===== config.mk =====
export PLATFORM = sky130hd
export DESIGN_NAME = fp_input_deserializer
export DESIGN_NICKNAME = d
export VERILOG_FILES = /design/src/rtl/fp_adder_pkg.sv /design/src/rtl/fp_serial_lane.sv /design/src/rtl/fp_input_deserializer.sv
export SDC_FILE = /design/constraint.sdc
export NUM_CORES = 1
export LEC_CHECK = 0
export CAP_MARGIN = 20
export CORE_MARGIN = 8
export CORE_UTILIZATION = 49
export DETAILED_ROUTE_END_ITERATION = 16
export HOLD_SLACK_MARGIN = 0.12
export MAX_ROUTING_LAYER = met4
export PLACE_DENSITY = 0.75
export SYNTH_ARGS = -nofsm -noshare
export SYNTH_HDL_FRONTEND = slang
export SYNTH_SLANG_ARGS = --single-unit

===== constraint.sdc =====
create_clock -name clk_in -period 2 [get_ports clk_in]
set_input_delay 0.4 -clock clk_in [delete_from_list [all_inputs] [get_ports clk_in]]
set_output_delay 0.4 -clock clk_in [all_outputs]
set_load 0.01 [all_outputs]

===== src/rtl/fp_adder_pkg.sv =====
`default_nettype none
// +--------------------------------------------------------------------+
// | fp_adder_pkg                                                       |
// | Shared widths, FSM encoding and lane mapping for the fp adder.     |
// | Revision: 1.0                                                      |
// +--------------------------------------------------------------------+
package fp_adder_pkg;

  localparam int WIDTH_DEF   = 16;
  localparam int SETUP_W_DEF = 8;

  typedef enum logic [1:0] {
    ST_IDLE  = 2'd0,
    ST_SHIFT = 2'd1,
    ST_FULL  = 2'd2
  } state_t;

  // serial1..serial4 carry operands d..a
  localparam int c_LANE_D    = 0;
  localparam int c_LANE_C    = 1;
  localparam int c_LANE_B    = 2;
  localparam int c_LANE_A    = 3;
  localparam int c_NUM_LANES = 4;

endpackage
`default_nettype wire


===== src/rtl/fp_serial_lane.sv =====
`default_nettype none
// +--------------------------------------------------------------------+
// | fp_serial_lane                                                     |
// | Indexed shadow register for one LSB-first serial lane.             |
// | Revision: 1.0                                                      |
// +--------------------------------------------------------------------+
module fp_serial_lane #(
  parameter int W = 16
) (
  input  logic                 clk,
  input  logic                 rst_n,
  input  logic                 i_clr,
  input  logic                 i_en,
  input  logic [$clog2(W)-1:0] i_idx,
  input  logic                 i_bit,
  output logic [W-1:0]         o_next
);

  logic [W-1:0] r_shadow;

  // o_next already includes the bit being captured this cycle, so the
  // final bit of a frame can be forwarded on the completing edge.
  always_comb begin
    o_next = r_shadow;
    if (i_en) begin
      o_next[i_idx] = i_bit;
    end
  end

  always_ff @(posedge clk or negedge rst_n) begin
    if (!rst_n) begin
      r_shadow <= '0;
    end else if (i_clr) begin
      r_shadow <= '0;
    end else begin
      r_shadow <= o_next;
    end
  end

endmodule
`default_nettype wire


===== src/rtl/fp_input_deserializer.sv =====
`default_nettype none
// +--------------------------------------------------------------------+
// | fp_input_deserializer                                              |
// | Serial-to-parallel operand front-end with valid/ready handoff.     |
// | Revision: 1.0                                                      |
// +--------------------------------------------------------------------+
module fp_input_deserializer
  import fp_adder_pkg::*;
#(
  parameter int WIDTH   = WIDTH_DEF,
  parameter int SETUP_W = SETUP_W_DEF
) (
  input  logic               clk_in,
  input  logic               rst_in,
  input  logic               serial1_in,
  input  logic               serial2_in,
  input  logic               serial3_in,
  input  logic               serial4_in,
  input  logic               setup_serial_in,
  input  logic               wr_in,
  input  logic               op_ready_in,
  output logic               input_rdy,
  output logic               op_valid,
  output logic [WIDTH-1:0]   op_a,
  output logic [WIDTH-1:0]   op_b,
  output logic [WIDTH-1:0]   op_c,
  output logic [WIDTH-1:0]   op_d,
  output logic [SETUP_W-1:0] setup_out,
  output logic               frame_err
);

  localparam int CW = $clog2(WIDTH);
  localparam int SW = $clog2(SETUP_W);
  localparam logic [CW-1:0] c_CNT_LAST  = CW'(WIDTH - 1);
  localparam logic [CW:0]   c_SETUP_LIM = (CW + 1)'(SETUP_W);

  state_t               r_state;
  state_t               w_state_nxt;
  logic [CW-1:0]        r_cnt;
  logic                 w_cap;
  logic                 w_done;
  logic                 w_clr;
  logic                 w_err;
  logic                 w_setup_en;
  logic                 r_full_wr_seen;
  logic                 r_frame_err;
  logic                 w_ser        [c_NUM_LANES];
  logic [WIDTH-1:0]     w_lane_next  [c_NUM_LANES];
  logic [WIDTH-1:0]     r_op         [c_NUM_LANES];
  logic [SETUP_W-1:0]   w_setup_next;
  logic [SETUP_W-1:0]   r_setup;

  assign w_ser[c_LANE_D] = serial1_in;
  assign w_ser[c_LANE_C] = serial2_in;
  assign w_ser[c_LANE_B] = serial3_in;
  assign w_ser[c_LANE_A] = serial4_in;

  for (genvar gi = 0; gi < c_NUM_LANES; gi++) begin : g_lane
    fp_serial_lane #(.W(WIDTH)) u_lane (
      .clk    (clk_in),
      .rst_n  (rst_in),
      .i_clr  (w_clr),
      .i_en   (w_cap),
      .i_idx  (r_cnt),
      .i_bit  (w_ser[gi]),
      .o_next (w_lane_next[gi])
    );
  end

  // Setup bits beyond SETUP_W are ignored rather than wrapping the index.
  assign w_setup_en = w_cap && ({1'b0, r_cnt} < c_SETUP_LIM);

  fp_serial_lane #(.W(SETUP_W)) u_setup (
    .clk    (clk_in),
    .rst_n  (rst_in),
    .i_clr  (w_clr),
    .i_en   (w_setup_en),
    .i_idx  (r_cnt[SW-1:0]),
    .i_bit  (setup_serial_in),
    .o_next (w_setup_next)
  );

  always_ff @(posedge clk_in or negedge rst_in) begin
    if (!rst_in) begin
      r_state <= ST_IDLE;
    end else begin
      r_state <= w_state_nxt;
    end
  end

  always_comb begin
    w_state_nxt = r_state;
    w_cap       = 1'b0;
    w_done      = 1'b0;
    w_clr       = 1'b0;
    w_err       = 1'b0;
    case (r_state)
      ST_IDLE: begin
        if (wr_in) begin
          w_cap       = 1'b1;
          w_state_nxt = ST_SHIFT;
        end
      end
      ST_SHIFT: begin
        if (wr_in) begin
          w_cap = 1'b1;
          if (r_cnt == c_CNT_LAST) begin
            w_done      = 1'b1;
            w_clr       = 1'b1;
            w_state_nxt = ST_FULL;
          end
        end else begin
          w_clr       = 1'b1;
          w_err       = 1'b1;
          w_state_nxt = ST_IDLE;
        end
      end
      ST_FULL: begin
        // Only the first strobe cycle seen while holding a set is flagged.
        w_err = wr_in && !r_full_wr_seen;
        if (op_ready_in) begin
          w_state_nxt = ST_IDLE;
        end
      end
      default: begin
        w_state_nxt = ST_IDLE;
      end
    endcase
  end

  always_ff @(posedge clk_in or negedge rst_in) begin
    if (!rst_in) begin
      r_cnt          <= '0;
      r_full_wr_seen <= 1'b0;
      r_frame_err    <= 1'b0;
      r_setup        <= '0;
      for (int i = 0; i < c_NUM_LANES; i++) begin
        r_op[i] <= '0;
      end
    end else begin
      r_frame_err <= w_err;
      if (w_cap && !w_done) begin
        r_cnt <= (r_cnt == c_CNT_LAST) ? r_cnt : r_cnt + 1'b1;
      end else begin
        r_cnt <= '0;
      end
      if ((r_state == ST_FULL) && (w_state_nxt == ST_FULL)) begin
        r_full_wr_seen <= r_full_wr_seen | wr_in;
      end else begin
        r_full_wr_seen <= 1'b0;
      end
      if (w_done) begin
        for (int i = 0; i < c_NUM_LANES; i++) begin
          r_op[i] <= w_lane_next[i];
        end
        r_setup <= w_setup_next;
      end
    end
  end

  assign input_rdy = (r_state == ST_IDLE);
  assign op_valid  = (r_state == ST_FULL);
  assign op_a      = r_op[c_LANE_A];
  assign op_b      = r_op[c_LANE_B];
  assign op_c      = r_op[c_LANE_C];
  assign op_d      = r_op[c_LANE_D];
  assign setup_out = r_setup;
  assign frame_err = r_frame_err;

endmodule
`default_nettype wire


==> run_results.csv <==
group,metric,value,unit
synthesis,synth-edff-count,0,
synthesis,postSynth.asyncResetShare,1.00,
finish,final_cell_mix,"148 x sky130_fd_sc_hd__dfrtp_1, 121 x sky130_fd_sc_hd__nand2_1, 80 x sky130_fd_sc_hd__nor2_1, 80 x sky130_fd_sc_hd__clkdlybuf4s50_1, 60 x sky130_fd_sc_hd__mux2i_1",
place,numPlacedInstances,872,
power,share_seq_of_total_power,0.440,
clock_tree,worst_setup_hold_path_clk_slew,0.06,ns
synthesis,syn-instance-count,610,
worst_setup_path,timing.critical_path.cells,"ha_2 -> nand2_1 -> buf_4 -> nor3_2 -> buf_4 -> mux2i_1 -> nor2_1",
routing,wl_met2,7300,µm
synthesis,synthDominantCellAreaShare,0.585,
worst_setup_path,critical_path.most_common_cell,"sky130_fd_sc_hd__buf_4",
place,io_buffers,83,
routing,drtAntennaViolNets,0,
synthesis,yosys.cell_types.count,36,
global_route,pin_count_of_the_biggest_net_entering_global_routing,73,
timing,relSlewSlack,0.613,
finish,final_nets,738,
power,worst_ir_drop_vdd,506,µV
power,power.total,7510,µW
worst_setup_path,cp_slowest_cell,"sky130_fd_sc_hd__dfrtp_1",
outcome,outcome,"complete, no violations",
global_route,antenna_violations_before_repair,0,
power,power_internal,5470,µW
routing,drcViolationCount,0,
clock_tree,clock_path_buffers,2,
power,powerDensity,912,nW/µm²
die,core_region_area,12600,µm²
worst_setup_path,worst-path-max-fanout,7,
place,pre_cts_slack,-0.166,ns
synthesis,synthesis.area,6330,µm²
global_route,global_route.usage.total,0.192,
clock_tree,cts.root.buffer_cell,"sky130_fd_sc_hd__clkbuf_16",
worst_setup_path,cp-start-kind,"flip-flop",
timing,final-max-slew-violation-count,0,
global_route,global_route.overflow_total,0,
power,clock_power_share,0.404,
routing,detailed_router_s_first_iteration_violation_count,425,
timing,final_setup_slack_of_the_worst_path,0.128,ns
clock_tree,cts_sinks,148,
synthesis,synth.yosys.seq_area_share,0.585,
finish,layout.cells.non_filler,903,
routing,detail_route.wl_per_cell,16.5,µm
worst_hold_path,worst_hold_path_type,"in -> async",
finish,layout.cells.most_common,"sky130_fd_sc_hd__dfrtp_1",
routing,via_per_inst,5.37,
routing,routed-via-count,4853,
die,initial_core_util,0.501,
routing,wl_met3,766,µm
timing,setup_tns,0,ns
power,power.switching,2030,µW
timing,timing.clock.skew,0.00929,ns
timing,report.final.setup_viol,0,
finish,ant_cells,0,
timing,hold_violations,0,
synthesis,ys_ff_latch,148,
clock_tree,tritoncts.num_buffers,17,
synthesis,yosys_most_used_dff,"sky130_fd_sc_hd__dfrtp_1",
die,fp.dieArea,16800,µm²
global_route,vias_in_the_first_global_route,4923,
power,power.static_leakage,0.00394,µW
synthesis,yosysWarningCount,0,
synthesis,synth_fp_nets,627,
flow_run,max-cap-violations,0,
worst_setup_path,crit_type,"reg -> reg",
timing,period_needed,1.87,ns
routing,topRoutingLayerUsed,"met4",
place,finalWeightedCongestion,0.820,
global_route,first_pass_grt_wire_length,24700,µm
timing,max_freq,534,MHz
routing,wirelength,14900,µm
timing,tightestPinTransition,0.566,ns
worst_setup_path,delay_of_the_slowest_cell_on_the_worst_path,0.48,ns
clock_tree,worst_skew_pair.late_latency,0.42,ns
timing,timing.final.crit_share,0.936,
worst_setup_path,timing.critical_path.to_type,"flip-flop",
worst_setup_path,worst-endpoint-required,2.29,ns
routing,routedLengthMet1,6660,µm
die,pin_count,84,
synthesis,synth.largest_area_cell,"sky130_fd_sc_hd__dfrtp_1",
finish,final_layout_size_suffix_gt1_frac,0.126,
finish,area_delta_synth_final,30.1,%
worst_setup_path,worst_ep_arrival_time,2.17,ns
synthesis,syn-mean-instance-area,10.4,µm²
die,fp-row-count,41,
place,detailedPlacementHpwl,9990,µm
synthesis,synth_top_cells_by_area,"sky130_fd_sc_hd__dfrtp_1 59%, sky130_fd_sc_hd__mux2i_1 9.5%, sky130_fd_sc_hd__nand2_1 7.2%",
routing,drt_pre_antenna_iters,5,
timing,rsz0062_at_grt,"no",
clock_tree,tritoncts,"built",
die,die_x,130,µm
power,part_of_the_total_power_dissipated_in_combinational_logic,0.156,
die,die_boundary_height,130,µm
power,netSwitchingFraction,0.271,
clock_tree,total_number_of_h_tree_levels,4,
## through the flow
step / util / cell area (µm²) / hold WS, ns
after global placement: 0.607 / 7660 / 0.314
after CTS: 0.651 / 8220 / 0.440
after global routing: 0.652 / 8230 / 0.463
final: 0.652 / 8230 / 0.442
after detailed placement: 0.607 / 7660 / 0.316
after floorplan: - / 6330 / 0.104
## registers in the layout (all words and copies together), names as in the netlist, 4 cells and up
signal and count:
op_c 16, op_d 16, setup_out 8, u_setup.r_shadow 8
g_lane.u_lane.r_shadow 60, r_cnt 4, op_b 16, op_a 16
## cell usage after synthesis, types with 2 or more instances
cell type,instances
sky130_fd_sc_hd__a21oi_1,22
sky130_fd_sc_hd__nand2_1,121
sky130_fd_sc_hd__nor3b_1,2
sky130_fd_sc_hd__nand3_1,21
sky130_fd_sc_hd__nor3_4,5
sky130_fd_sc_hd__or4_1,4
sky130_fd_sc_hd__a21boi_0,2
sky130_fd_sc_hd__nor2b_1,3
sky130_fd_sc_hd__and2_1,2
sky130_fd_sc_hd__and3_1,2
sky130_fd_sc_hd__buf_2,21
sky130_fd_sc_hd__nand4_1,3
sky130_fd_sc_hd__clkbuf_1,18
sky130_fd_sc_hd__o21ai_0,21
sky130_fd_sc_hd__dfrtp_1,148
sky130_fd_sc_hd__nand3b_1,33
sky130_fd_sc_hd__nor3_2,3
sky130_fd_sc_hd__o31ai_1,2
sky130_fd_sc_hd__nand2b_1,4
sky130_fd_sc_hd__mux2i_1,60
sky130_fd_sc_hd__o211ai_1,2
sky130_fd_sc_hd__nor2_1,81
sky130_fd_sc_hd__nor3_1,6
sky130_fd_sc_hd__ha_1,8
sky130_fd_sc_hd__inv_1,5
## logic make-up after synthesis
| kind of cell | after synthesis | synth area share |
|---|---|---|
| simple gates | 294 | 0.223 |
| flops | 148 | 0.585 |
| mux | 60 | 0.0949 |
| compound gates | 55 | 0.0486 |
| buf+inv | 45 | 0.0320 |
| fa+ha+maj | 8 | 0.0158 |
## worst max-delay path: cells and delay by family (launching register included)
kind	cells	cell delay [ns]
muxes	1	0.21
DFF	1	0.48
and+or+nand+nor	3	0.38
buffers and inverters	2	0.37
adders and majority gates	1	0.31
## power by group through the flow
stage | combinational, µW | sequential [µW] | clock (µW)
2_1_floorplan | 744 | 3310 | 0
3_3_place_gp | 1100 | 3340 | 0
3_5_place_dp | 1140 | 3350 | 0
4_1_cts | 1150 | 3300 | 3070
5_1_grt | 1300 | 3330 | 3220
6_report | 1170 | 3300 | 3030
## repair_timing
| action | CTS | global route |
|---|---|---|
| buffers inserted | 0 | 1 |
| gates resized for setup | 2 | 7 |
| hold buffers | 1 | 0 |
| endpoints found under the hold margin | 30 | 0 |
| endpoints found under the setup margin | 2 | 71 |
| pin swaps | 0 | 1 |
## area by class of cell
| cell class | instances | area (µm²) |
|---|---|---|
| sequential | 148 | 3700 |
| inverter | 5 | 18.8 |
| timing repair buffer | 132 | 1300 |
| tap | 172 | 215 |
| clock inverter | 9 | 108 |
| multi-input combinational | 417 | 2440 |
| clock buffer | 20 | 447 |
| fill | 1016 | 4390 |
## final timing paths
path,start,endpoint,slack [ns],cells past startpoint
worst max register to register,r_cnt[1]$_DFFE_PN0P_,g_lane[1].u_lane.r_shadow[7]$_DFF_PN0_,0.13,7
worst max-delay path,r_cnt[1]$_DFFE_PN0P_,g_lane[1].u_lane.r_shadow[7]$_DFF_PN0_,0.13,7
worst min-delay path,rst_in,u_setup.r_shadow[0]$_DFF_PN0_,0.44,2
worst min register to register,op_a[2]$_DFFE_PN0P_,op_a[2]$_DFFE_PN0P_,0.47,2
min in group clk_in,op_a[2]$_DFFE_PN0P_,op_a[2]$_DFFE_PN0P_,0.47,2
max in group asynchronous,rst_in,r_full_wr_seen$_DFF_PN0_,0.91,3
## routing by layer
layer,GRT usage,vias to the layer above
met5,-,-
met4,0.0533,0
met3,0.0460,24
met2,0.314,146
met1,0.235,2417
li1,-,2266
Power figures use the tool's default switching activity.
